==> config.mk <==
export PLATFORM = sky130hd
export DESIGN_NAME = pc_fetch_unit_flat
export DESIGN_NICKNAME = d
export VERILOG_FILES = /design/src/rtl/pc_fetch_unit_if.sv /design/src/rtl/pc_fetch_unit.sv /design/src/flat_wrapper.sv
export SDC_FILE = /design/constraint.sdc
export NUM_CORES = 1
export LEC_CHECK = 0
export CORE_UTILIZATION = 48
export CTS_CLUSTER_DIAMETER = 80
export DETAILED_ROUTE_END_ITERATION = 8
export PLACE_DENSITY = 0.8
export SLEW_MARGIN = 0
export SYNTH_ARGS = -nofsm -noshare
export SYNTH_HDL_FRONTEND = slang
export SYNTH_SLANG_ARGS = --single-unit
==> constraint.sdc <==
create_clock -name clk -period 2.17 [get_ports clk]
set_clock_uncertainty 0.15 [all_clocks]
set_input_delay 0.217 -clock clk [delete_from_list [all_inputs] [get_ports clk]]
set_output_delay 0.217 -clock clk [all_outputs]
set_load 0.05 [all_outputs]
==> src/rtl/pc_fetch_unit_if.sv <==
// Instruction-memory and decode handshake bundle for pc_fetch_unit.
// master = fetch unit side, slave = memory / decode side.
interface pc_fetch_unit_if;
  logic        ireq_valid;
  logic [31:0] ireq_addr;
  logic        ireq_ready;
  logic        iresp_valid;
  logic [31:0] iresp_data;
  logic        dec_valid;
  logic [31:0] dec_instr;
  logic [31:0] dec_pc;
  logic        dec_adel;
  logic        dec_ready;

  modport master (
    output ireq_valid, ireq_addr,
    input  ireq_ready,
    input  iresp_valid, iresp_data,
    output dec_valid, dec_instr, dec_pc, dec_adel,
    input  dec_ready
  );

  modport slave (
    input  ireq_valid, ireq_addr,
    output ireq_ready,
    output iresp_valid, iresp_data,
    input  dec_valid, dec_instr, dec_pc, dec_adel,
    output dec_ready
  );
endinterface

==> src/rtl/pc_fetch_unit.sv <==
// Fetch PC register, single-outstanding instruction fetch FSM and a
// one-entry decode buffer backed by a skid entry so no response is lost.
// Optional misaligned-fetch detection: define FETCH_ADEL_CHECK_EN.
//
// state  | meaning
// S_REQ  | request presented at pc, waiting for ireq_ready
// S_WAIT | request accepted, waiting for iresp_valid (drop_q discards it)
// S_HOLD | decode buffer full and a second entry parked in the skid slot
module pc_fetch_unit #(
  parameter logic [31:0] RESET_PC = 32'hBFC0_0000
) (
  input  logic        clk,
  input  logic        resetn,
  input  logic [31:0] pc_new,
  input  logic        redirect,
  output logic [31:0] pc_out,
  pc_fetch_unit_if.master bus
);

  typedef enum logic [1:0] {S_REQ, S_WAIT, S_HOLD} state_t;

  state_t      state, state_nxt;
  logic [31:0] pc;
  logic        drop_q, drop_nxt;
  logic        dec_valid_q, dec_adel_q;
  logic [31:0] dec_instr_q, dec_pc_q;
  logic [31:0] skid_instr, skid_pc;
  logic        skid_adel;

  logic        misaligned, can_accept, ireq_valid_c;
  logic        pc_load, buf_clr, buf_load, buf_from_skid, skid_load;
  logic [31:0] ent_instr;
  logic        ent_adel;

`ifdef FETCH_ADEL_CHECK_EN
  assign misaligned = (pc[1:0] != 2'b00);
`else
  assign misaligned = 1'b0;
`endif

  // The buffer takes a new entry when empty or being drained this cycle.
  assign can_accept = !dec_valid_q || bus.dec_ready;

  assign pc_out         = pc;
  assign bus.ireq_addr  = pc;
  assign bus.ireq_valid = ireq_valid_c;
  assign bus.dec_valid  = dec_valid_q;
  assign bus.dec_instr  = dec_instr_q;
  assign bus.dec_pc     = dec_pc_q;
  assign bus.dec_adel   = dec_adel_q;

  // FSM state register.
  always_ff @(posedge clk or negedge resetn) begin
    if (!resetn) state <= S_REQ;
    else         state <= state_nxt;
  end

  // Next-state decode and datapath strobes; redirect outranks everything.
  always_comb begin
    state_nxt     = state;
    drop_nxt      = drop_q;
    ireq_valid_c  = 1'b0;
    pc_load       = 1'b0;
    buf_clr       = 1'b0;
    buf_load      = 1'b0;
    buf_from_skid = 1'b0;
    skid_load     = 1'b0;
    ent_instr     = bus.iresp_data;
    ent_adel      = 1'b0;
    case (state)
      S_REQ: begin
        ireq_valid_c = !misaligned;
        if (redirect) begin
          pc_load = 1'b1;
          buf_clr = 1'b1;
          if (!misaligned && bus.ireq_ready) begin
            drop_nxt  = 1'b1;
            state_nxt = S_WAIT;
          end
        end else if (misaligned) begin
          ent_instr = 32'h0;
          ent_adel  = 1'b1;
          pc_load   = 1'b1;
          if (can_accept) begin
            buf_load = 1'b1;
          end else begin
            skid_load = 1'b1;
            state_nxt = S_HOLD;
          end
        end else if (bus.ireq_ready) begin
          state_nxt = S_WAIT;
        end
      end
      S_WAIT: begin
        if (redirect) begin
          pc_load = 1'b1;
          buf_clr = 1'b1;
          if (bus.iresp_valid) begin
            drop_nxt  = 1'b0;
            state_nxt = S_REQ;
          end else begin
            drop_nxt  = 1'b1;
          end
        end else if (bus.iresp_valid) begin
          state_nxt = S_REQ;
          if (drop_q) begin
            drop_nxt = 1'b0;
          end else begin
            pc_load = 1'b1;
            if (can_accept) begin
              buf_load = 1'b1;
            end else begin
              skid_load = 1'b1;
              state_nxt = S_HOLD;
            end
          end
        end
      end
      S_HOLD: begin
        if (redirect) begin
          pc_load   = 1'b1;
          buf_clr   = 1'b1;
          state_nxt = S_REQ;
        end else if (bus.dec_ready) begin
          buf_from_skid = 1'b1;
          state_nxt     = S_REQ;
        end
      end
      default: state_nxt = S_REQ;
    endcase
  end

  // PC register and wrong-path drop flag.
  always_ff @(posedge clk or negedge resetn) begin
    if (!resetn) begin
      pc     <= RESET_PC;
      drop_q <= 1'b0;
    end else begin
      if (pc_load) pc <= pc_new;
      drop_q <= drop_nxt;
    end
  end

  // Decode output buffer: clear on redirect, refill, or drain on handshake.
  always_ff @(posedge clk or negedge resetn) begin
    if (!resetn) begin
      dec_valid_q <= 1'b0;
      dec_instr_q <= 32'h0;
      dec_pc_q    <= 32'h0;
      dec_adel_q  <= 1'b0;
    end else if (buf_clr) begin
      dec_valid_q <= 1'b0;
    end else if (buf_load) begin
      dec_valid_q <= 1'b1;
      dec_instr_q <= ent_instr;
      dec_pc_q    <= pc;
      dec_adel_q  <= ent_adel;
    end else if (buf_from_skid) begin
      dec_valid_q <= 1'b1;
      dec_instr_q <= skid_instr;
      dec_pc_q    <= skid_pc;
      dec_adel_q  <= skid_adel;
    end else if (dec_valid_q && bus.dec_ready) begin
      dec_valid_q <= 1'b0;
    end
  end

  // Skid entry, only meaningful while in S_HOLD.
  always_ff @(posedge clk or negedge resetn) begin
    if (!resetn) begin
      skid_instr <= 32'h0;
      skid_pc    <= 32'h0;
      skid_adel  <= 1'b0;
    end else if (skid_load) begin
      skid_instr <= ent_instr;
      skid_pc    <= pc;
      skid_adel  <= ent_adel;
    end
  end

endmodule

==> src/flat_wrapper.sv <==
// flat-port wrapper written by rule: the top's interface ports become plain ports
module pc_fetch_unit_flat 
#(
  parameter logic [31:0] RESET_PC = 32'hBFC0_0000
)
  (clk, resetn, pc_new, redirect, pc_out, bus_ireq_valid, bus_ireq_addr, bus_ireq_ready, bus_iresp_valid, bus_iresp_data, bus_dec_valid, bus_dec_instr, bus_dec_pc, bus_dec_adel, bus_dec_ready);
  pc_fetch_unit_if bus_i ();
  input  logic clk;
  input  logic resetn;
  input  logic [31:0] pc_new;
  input  logic redirect;
  output logic [31:0] pc_out;
  output wire logic [$bits(bus_i.ireq_valid)-1:0] bus_ireq_valid;
  output wire logic [$bits(bus_i.ireq_addr)-1:0] bus_ireq_addr;
  input wire logic [$bits(bus_i.ireq_ready)-1:0] bus_ireq_ready;
  input wire logic [$bits(bus_i.iresp_valid)-1:0] bus_iresp_valid;
  input wire logic [$bits(bus_i.iresp_data)-1:0] bus_iresp_data;
  output wire logic [$bits(bus_i.dec_valid)-1:0] bus_dec_valid;
  output wire logic [$bits(bus_i.dec_instr)-1:0] bus_dec_instr;
  output wire logic [$bits(bus_i.dec_pc)-1:0] bus_dec_pc;
  output wire logic [$bits(bus_i.dec_adel)-1:0] bus_dec_adel;
  input wire logic [$bits(bus_i.dec_ready)-1:0] bus_dec_ready;
  assign bus_ireq_valid = bus_i.ireq_valid;
  assign bus_ireq_addr = bus_i.ireq_addr;
  assign bus_i.ireq_ready = bus_ireq_ready;
  assign bus_i.iresp_valid = bus_iresp_valid;
  assign bus_i.iresp_data = bus_iresp_data;
  assign bus_dec_valid = bus_i.dec_valid;
  assign bus_dec_instr = bus_i.dec_instr;
  assign bus_dec_pc = bus_i.dec_pc;
  assign bus_dec_adel = bus_i.dec_adel;
  assign bus_i.dec_ready = bus_dec_ready;
  pc_fetch_unit #(.RESET_PC(RESET_PC)) u_core (.clk(clk), .resetn(resetn), .pc_new(pc_new), .redirect(redirect), .pc_out(pc_out), .bus(bus_i));
endmodule
==> metrics.yaml, run 1 <==
timing.rr.start: "u_core.state[0]"
r2r_end: "u_core.bus.dec_instr[26]"
antenna_found_initial: 0
rrSetupSlack_ns: 0.21
crit_path_end: "pc_out[16]"
wl_per_cell_um: 17.9
synth.distinct_cells: 24
cp_max_fo: 5
routed_via_density: 5.12
wl_met1_um: 5920
tightest_slew_ns: 0.553
fin_area_sq_um: 9950
ys_seq_area_share_pct: 56.7
clkLatencyLatePin_ns: 0.42
ys_seq_elements: 164
numClockSinks: 164
fmax_mhz: 486
overflow: 0
endpoint_kind: "output pin"
p_leak_nw: 4.44
die_x_um: 125
io_pins: 201
grt_start_max_net_pins: 59
ctsHtreeMaxLevel: 4
port_buffers: 199
path_buf_inv: 1
post_cts_buffers: 0
drt_first_pass_iters: 6
ir_worst_vdd_uv: 868
antenna_left: 0
timing.final.crit_share_pct: 94.8
setup_violations: 0
totalWireLength_um: 15200
fin_crit_ns: 2.06
synth_nets: 538
status: "complete, but fails checks"
nNetsFinal: 725
wl_met2_um: 8190
synth.avg_cell_area_sq_um: 15.5
holdCritPathClass: "input pin to asynchronous set/reset pin"
crit_family: "buffers and inverters"
syn2layout_area_growth_pct: 37.1
synthCells: 468
cp_cell_sequence: "clkdlybuf4s50_1"
hold_ws_ns: 0.173
rsz0062_at_grt: "no"
via_count: 4361
finalSetupTns_ns: 0
route.top_layer_used: "met4"
drt_iter0_drc: 162
slew_headroom_pct: 63.0
maxCapViolCount: 0
hold_viol_final: 0
dp_hpwl_um: 10500
track_usage_pct: 21.0
cts_tree: "yes"
cp.required_ns: 1.80
layout-drive-gt1-share_pct: 42.8
grt_pass1_vias: 4878
synth-warning-count: 0
instances_no_fill: 852
antenna_cells: 0
cp-start-kind: "flop"
core.rowCount: 44
routabilityCongestion: 0.712
dieArea_sq_um: 15600
post-route-drc-count: 22
power_density_nw_per_um2: 1240
place_area_sq_um: 9370
synth.cell_area_sq_um: 7260
grt_pass1_wl_um: 25400
path_class: "flop to output pin"
layout_common_cells: "mux2_2, clkdlybuf4s50_1, dfrtp_1"
pre_cts_slack_ns: -0.121
reg2reg_depth: 5
final_common_cell: "mux2_2"
clk_path_buf_depth: 2
coreArea_sq_um: 14600
initial_utilization_pct: 49.6
cp.arrival_ns: 1.69
fin_ws_ns: 0.112
critPathMaxStageDelay_ns: 0.84
cp-startpoint: "u_core.bus.ireq_addr[16]"
die_h_um: 125
crit_path_top_delay_cell: "clkdlybuf4s50_1"
met3_length_um: 843
worst-path-stages: 1
maxSlewViolCount: 0
root_buffer: "clkbuf_16"
violations: "design-rule violations"
numCtsBuffers: 17
placed_cells: 819
filler_cell_count: 1034
cts.clk_slew.worst_paths_ns: 0.06
state kept, by name, summed over array words and instances (netlist names):
register	flops
u_core.bus.dec_instr	32
u_core.bus.dec_pc	32
u_core.bus.ireq_addr	32
u_core.skid_instr	32
u_core.skid_pc	32
u_core.state	2
u_core.bus.dec_valid	1
u_core.drop_q	1
metrics by stage:
step	util (%)	total power [mW]
after detailed placement	64.0	9.45
after global placement	64.0	9.29
after floorplan	-	7.69
after CTS	68.0	12.5
after global routing	68.0	12.8
final	68.0	12.3
timing repair:
action / 4_1_cts / 5_1_grt
endpoints found under the hold margin: 54 / 0
endpoints found under the setup margin: 17 / 0
hold buffers: 1 / 0
resized for setup: 17 / 0
synth_stat cells (all sizes together):
| master | number | area share (%) |
|---|---|---|
| buf | 58 | 6.6 |
| nor4bb | 1 | 0.34 |
| nand3 | 1 | 0.069 |
| and3 | 1 | 0.086 |
| a21oi | 2 | 0.14 |
| o21ai | 1 | 0.069 |
| and3b | 2 | 0.24 |
| inv | 3 | 0.16 |
| mux2 | 224 | 35 |
| nand3b | 1 | 0.10 |
| nand2 | 1 | 0.052 |
| o21bai | 1 | 0.10 |
| conb | 1 | 0.052 |
| dfstp | 9 | 3.3 |
| mux2i | 1 | 0.14 |
| nor2 | 3 | 0.16 |
| o211ai | 1 | 0.10 |
| dfrtp | 155 | 53 |
| o41ai | 1 | 0.12 |
| nor2b | 1 | 0.086 |
per-layer routing:
metal	global-route usage, %	up-vias
met5	0	-
met4	8.39	0
met3	5.95	20
met2	37.3	117
met1	23.9	2227
li1	-	1997
cells by family after synthesis:
| logic type | count (synthesis) | synth area share (%) |
|---|---|---|
| flip-flops | 164 | 56.7 |
| other | 1 | 0.0516 |
| buffers and inverters | 61 | 6.72 |
| AND/OR/NAND/NOR | 11 | 1.14 |
| AO/OA/AOI/OAI | 6 | 0.534 |
| multiplexers | 225 | 34.9 |
power by group:
group	switching, mW	internal, mW	total, mW	leakage (nW)
registers	0.425	3.79	4.21	2.06
logic	3.08	2.04	5.12	2.10
clock network	1.20	1.81	3.01	0.283
cell type report:
class | instances | area, sq um | share of cell area, %
clock buffer | 19 | 433 | 4.35
clock inverter | 13 | 159 | 1.60
inverter | 3 | 11.3 | 0.113
multi-input combinational | 243 | 2680 | 26.9
sequential | 164 | 4120 | 41.4
tap | 184 | 230 | 2.31
timing repair buffer | 226 | 2320 | 23.3
worst min path at each step:
stage | to | slack, ns
5_1_grt | u_core.skid_pc[22] | 0.23
2_1_floorplan | u_core.bus.dec_instr[0] | -0.23
3_5_place_dp | u_core.skid_pc[22] | 0.07
3_3_place_gp | u_core.bus.ireq_addr[19] | 0.07
4_1_cts | u_core.skid_pc[22] | 0.18
6_report | u_core.skid_pc[22] | 0.17
worst reg2reg max path, stage by stage, from the launching register on:
cell and delay, ns:
dfrtp_1 0.41, nor4bb_4 0.29, buf_4 0.19, buf_12 0.18
mux2_2 0.36, mux2_2 0.27
No activity file was read; power rests on OpenSTA's default activity.
==> run 2, diff against run 1 <==
--- a/config.mk
+++ b/config.mk
@@ -5,10 +5,12 @@
 export SDC_FILE = /design/constraint.sdc
 export NUM_CORES = 1
 export LEC_CHECK = 0
-export CORE_UTILIZATION = 48
+export ABC_AREA = 1
+export CORE_UTILIZATION = 50
 export CTS_CLUSTER_DIAMETER = 80
 export DETAILED_ROUTE_END_ITERATION = 8
-export PLACE_DENSITY = 0.8
+export HOLD_SLACK_MARGIN = 0.05
+export PLACE_DENSITY = 0.81
 export SLEW_MARGIN = 0
 export SYNTH_ARGS = -nofsm -noshare
 export SYNTH_HDL_FRONTEND = slang
==> metrics.yaml, run 2 <==
status: "finished clean"
crit_path_top_delay_cell: "clkdlybuf4s50_1"
p_leak_nw: 5.44  # +22%
synth.distinct_cells: 22  # -8.3%
final_common_cell: "nand2_1"
synthTopCellsByArea: "dfrtp_1, nand2_1, nand3_1"
routabilityCongestion: 0.803  # +13%
numClockSinks: 164  # unchanged
grt_pass1_vias: 6788  # +39%
path_class: "flop to output pin"
die_x_um: 128  # +2.4%
antenna_left: 0  # unchanged
grt_pass1_wl_um: 34800  # +37%
totalWireLength_um: 21300  # +40%
synth.cell_area_sq_um: 7940  # +9.3%
ctsHtreeMaxLevel: 4  # unchanged
routed_via_density: 5.37  # +5.0%
synth_edf_count: 0  # unchanged
netlist.area_leader.share_pct: 48.9  # -4.5 points
syn2layout_area_growth_pct: 33.8
port_buffers: 199  # unchanged
clkLatencyLatePin_ns: 0.42  # about the same
dp_hpwl_um: 13700  # +30%
cp.arrival_ns: 1.69  # about the same
ir_worst_vdd_uv: 751  # -13%
slew_headroom_pct: 63.7  # +0.71 points
hold_viol_final: 0  # unchanged
fin_ws_ns: 0.118  # +0.00571 ns
drt_first_pass_iters: 6  # unchanged
io_pins: 201  # unchanged
nNetsFinal: 1193  # +65%
finalSetupTns_ns: 0  # unchanged
path_buf_inv: 1  # unchanged
holdCritPathClass: "input pin to asynchronous set/reset pin"
initial_utilization_pct: 51.6  # +2.1 points
fin_crit_ns: 2.05  # -0.00571 ns
filler_cell_count: 1228  # +19%
antenna_cells: 0  # unchanged
tightest_slew_ns: 0.544  # -0.00886 ns
power_density_nw_per_um2: 1340  # +7.7%
synthCells: 981  # +110%
layout_common_cells: "nand2_1, clkdlybuf4s50_1, nand3_1"
cp_max_fo: 4  # -1
synthTopCellsByCount: "nand2_1, nand3_1, dfrtp_1"
cp-start-kind: "flop"
cts_tree: "yes"
crit_family: "buffers and inverters"
core.rowCount: 45  # +2.3%
synth.avg_cell_area_sq_um: 8.09  # -48%
layout-drive-gt1-share_pct: 7.66  # -35 points
pre_cts_slack_ns: 0.139  # +0.260 ns
clk_path_buf_depth: 2  # unchanged
async_flop_share_pct: 100  # unchanged
via_count: 7239  # +66%
drt_iter0_drc: 712  # +340%
maxCapViolCount: 0  # unchanged
coreArea_sq_um: 15400  # +5.0%
timing.final.crit_share_pct: 94.6  # -0.26 points
fmax_mhz: 487  # +0.28%
ys_seq_area_share_pct: 51.9  # -4.8 points
cp.required_ns: 1.80  # about the same
wl_per_cell_um: 15.8  # -12%
post-route-drc-count: 0  # -100%
track_usage_pct: 27.1  # +6.1 points
maxSlewViolCount: 0  # unchanged
yosysTopAreaCell: "dfrtp_1"
endpoint_kind: "output pin"
cp_cell_sequence: "clkdlybuf4s50_1"
ys_seq_elements: 164  # unchanged
synth_nets: 1051  # +95%
setup_violations: 0  # unchanged
grt_start_max_net_pins: 65  # +10%
synth.most_common_cell: "nand2_1"
hold_ws_ns: 0.154  # -0.0193 ns
die_h_um: 128  # +2.4%
numCtsBuffers: 17  # unchanged
rsz0062_at_grt: "no"
ys.flop_type: "dfrtp_1"
antenna_found_initial: 0  # unchanged
synth-warning-count: 0  # unchanged
critPathMaxStageDelay_ns: 0.85  # about the same
overflow: 0  # unchanged
root_buffer: "clkbuf_16"
post_cts_buffers: 0  # unchanged
dieArea_sq_um: 16400  # +4.9%
cts.clk_slew.worst_paths_ns: 0.06  # about the same
-- run 2: power breakdown --
group          internal (mW)  leakage, nW  switching [mW]
clock                   2.07        0.309            1.23
sequential              3.98         2.16           0.612
combinational           1.98         2.97            4.30
total                   8.04         5.44            6.15
-- run 2: area by class of cell --
type / count / area [sq um] / area share [%]
Sequential cell: 164 / 4120 / 38.7
Multi-Input combinational cell: 607 / 2880 / 27.1
Timing Repair Buffer: 229 / 2320 / 21.9
Clock buffer: 19 / 443 / 4.17
Inverter: 104 / 390 / 3.68
Tap cell: 211 / 264 / 2.49
Clock inverter: 13 / 205 / 1.93
-- run 2: logic make-up (layout without fill, tap and decap cells) --
family	Yosys count	count (layout)	share of synthesized area, %
AOI/OAI and AO/OA	39	39	2.60
other	1	1	0.0473
DFF	164	164	51.9
and+or+nand+nor	567	567	33.2
buffers and inverters	210	365	12.3
-- run 2: worst paths after layout --
path	startpoint	to	slack, ns	depth (start not counted)
worst max-delay path	u_core.bus.ireq_addr[12]	bus_ireq_addr[12]	0.12	1
worst min-delay path	resetn	u_core.bus.dec_pc[13]	0.15	2
worst max register to register	u_core.state[1]	u_core.bus.dec_instr[19]	0.32	7
worst min register to register	u_core.skid_instr[14]	u_core.skid_instr[14]	0.32	2
max in group asynchronous	resetn	u_core.bus.dec_pc[7]	0.97	3
min in group clk	pc_new[25]	u_core.bus.ireq_addr[25]	0.17	3
-- run 2: repair_timing --
action	in CTS	in global routing
endpoints found under the hold margin	81	0
setup endpoints to repair	15	2
resized for setup	15	2
hold buffers	1	0
-- run 2: per-layer routing --
metal | global-route usage (%) | share of wire (%)
met2 | 44.8 | 48
met4 | 9.00 | 1.9
met5 | 0 | 0
met3 | 4.59 | 6.2
met1 | 36.4 | 44
-- run 2: metrics by stage --
step / power, mW / std cells / area (sq um) / utilization [%]
finish: 14.2 / 1347 / 10600 / 69.1
global route: 14.9 / 1347 / 10600 / 69.1
CTS: 14.2 / 1347 / 10600 / 69.1
detailed placement: 10.9 / 1314 / 9980 / 64.9
global placement: 10.9 / 1314 / 9980 / 64.9
floorplan: 8.85 / 981 / 7940 / -
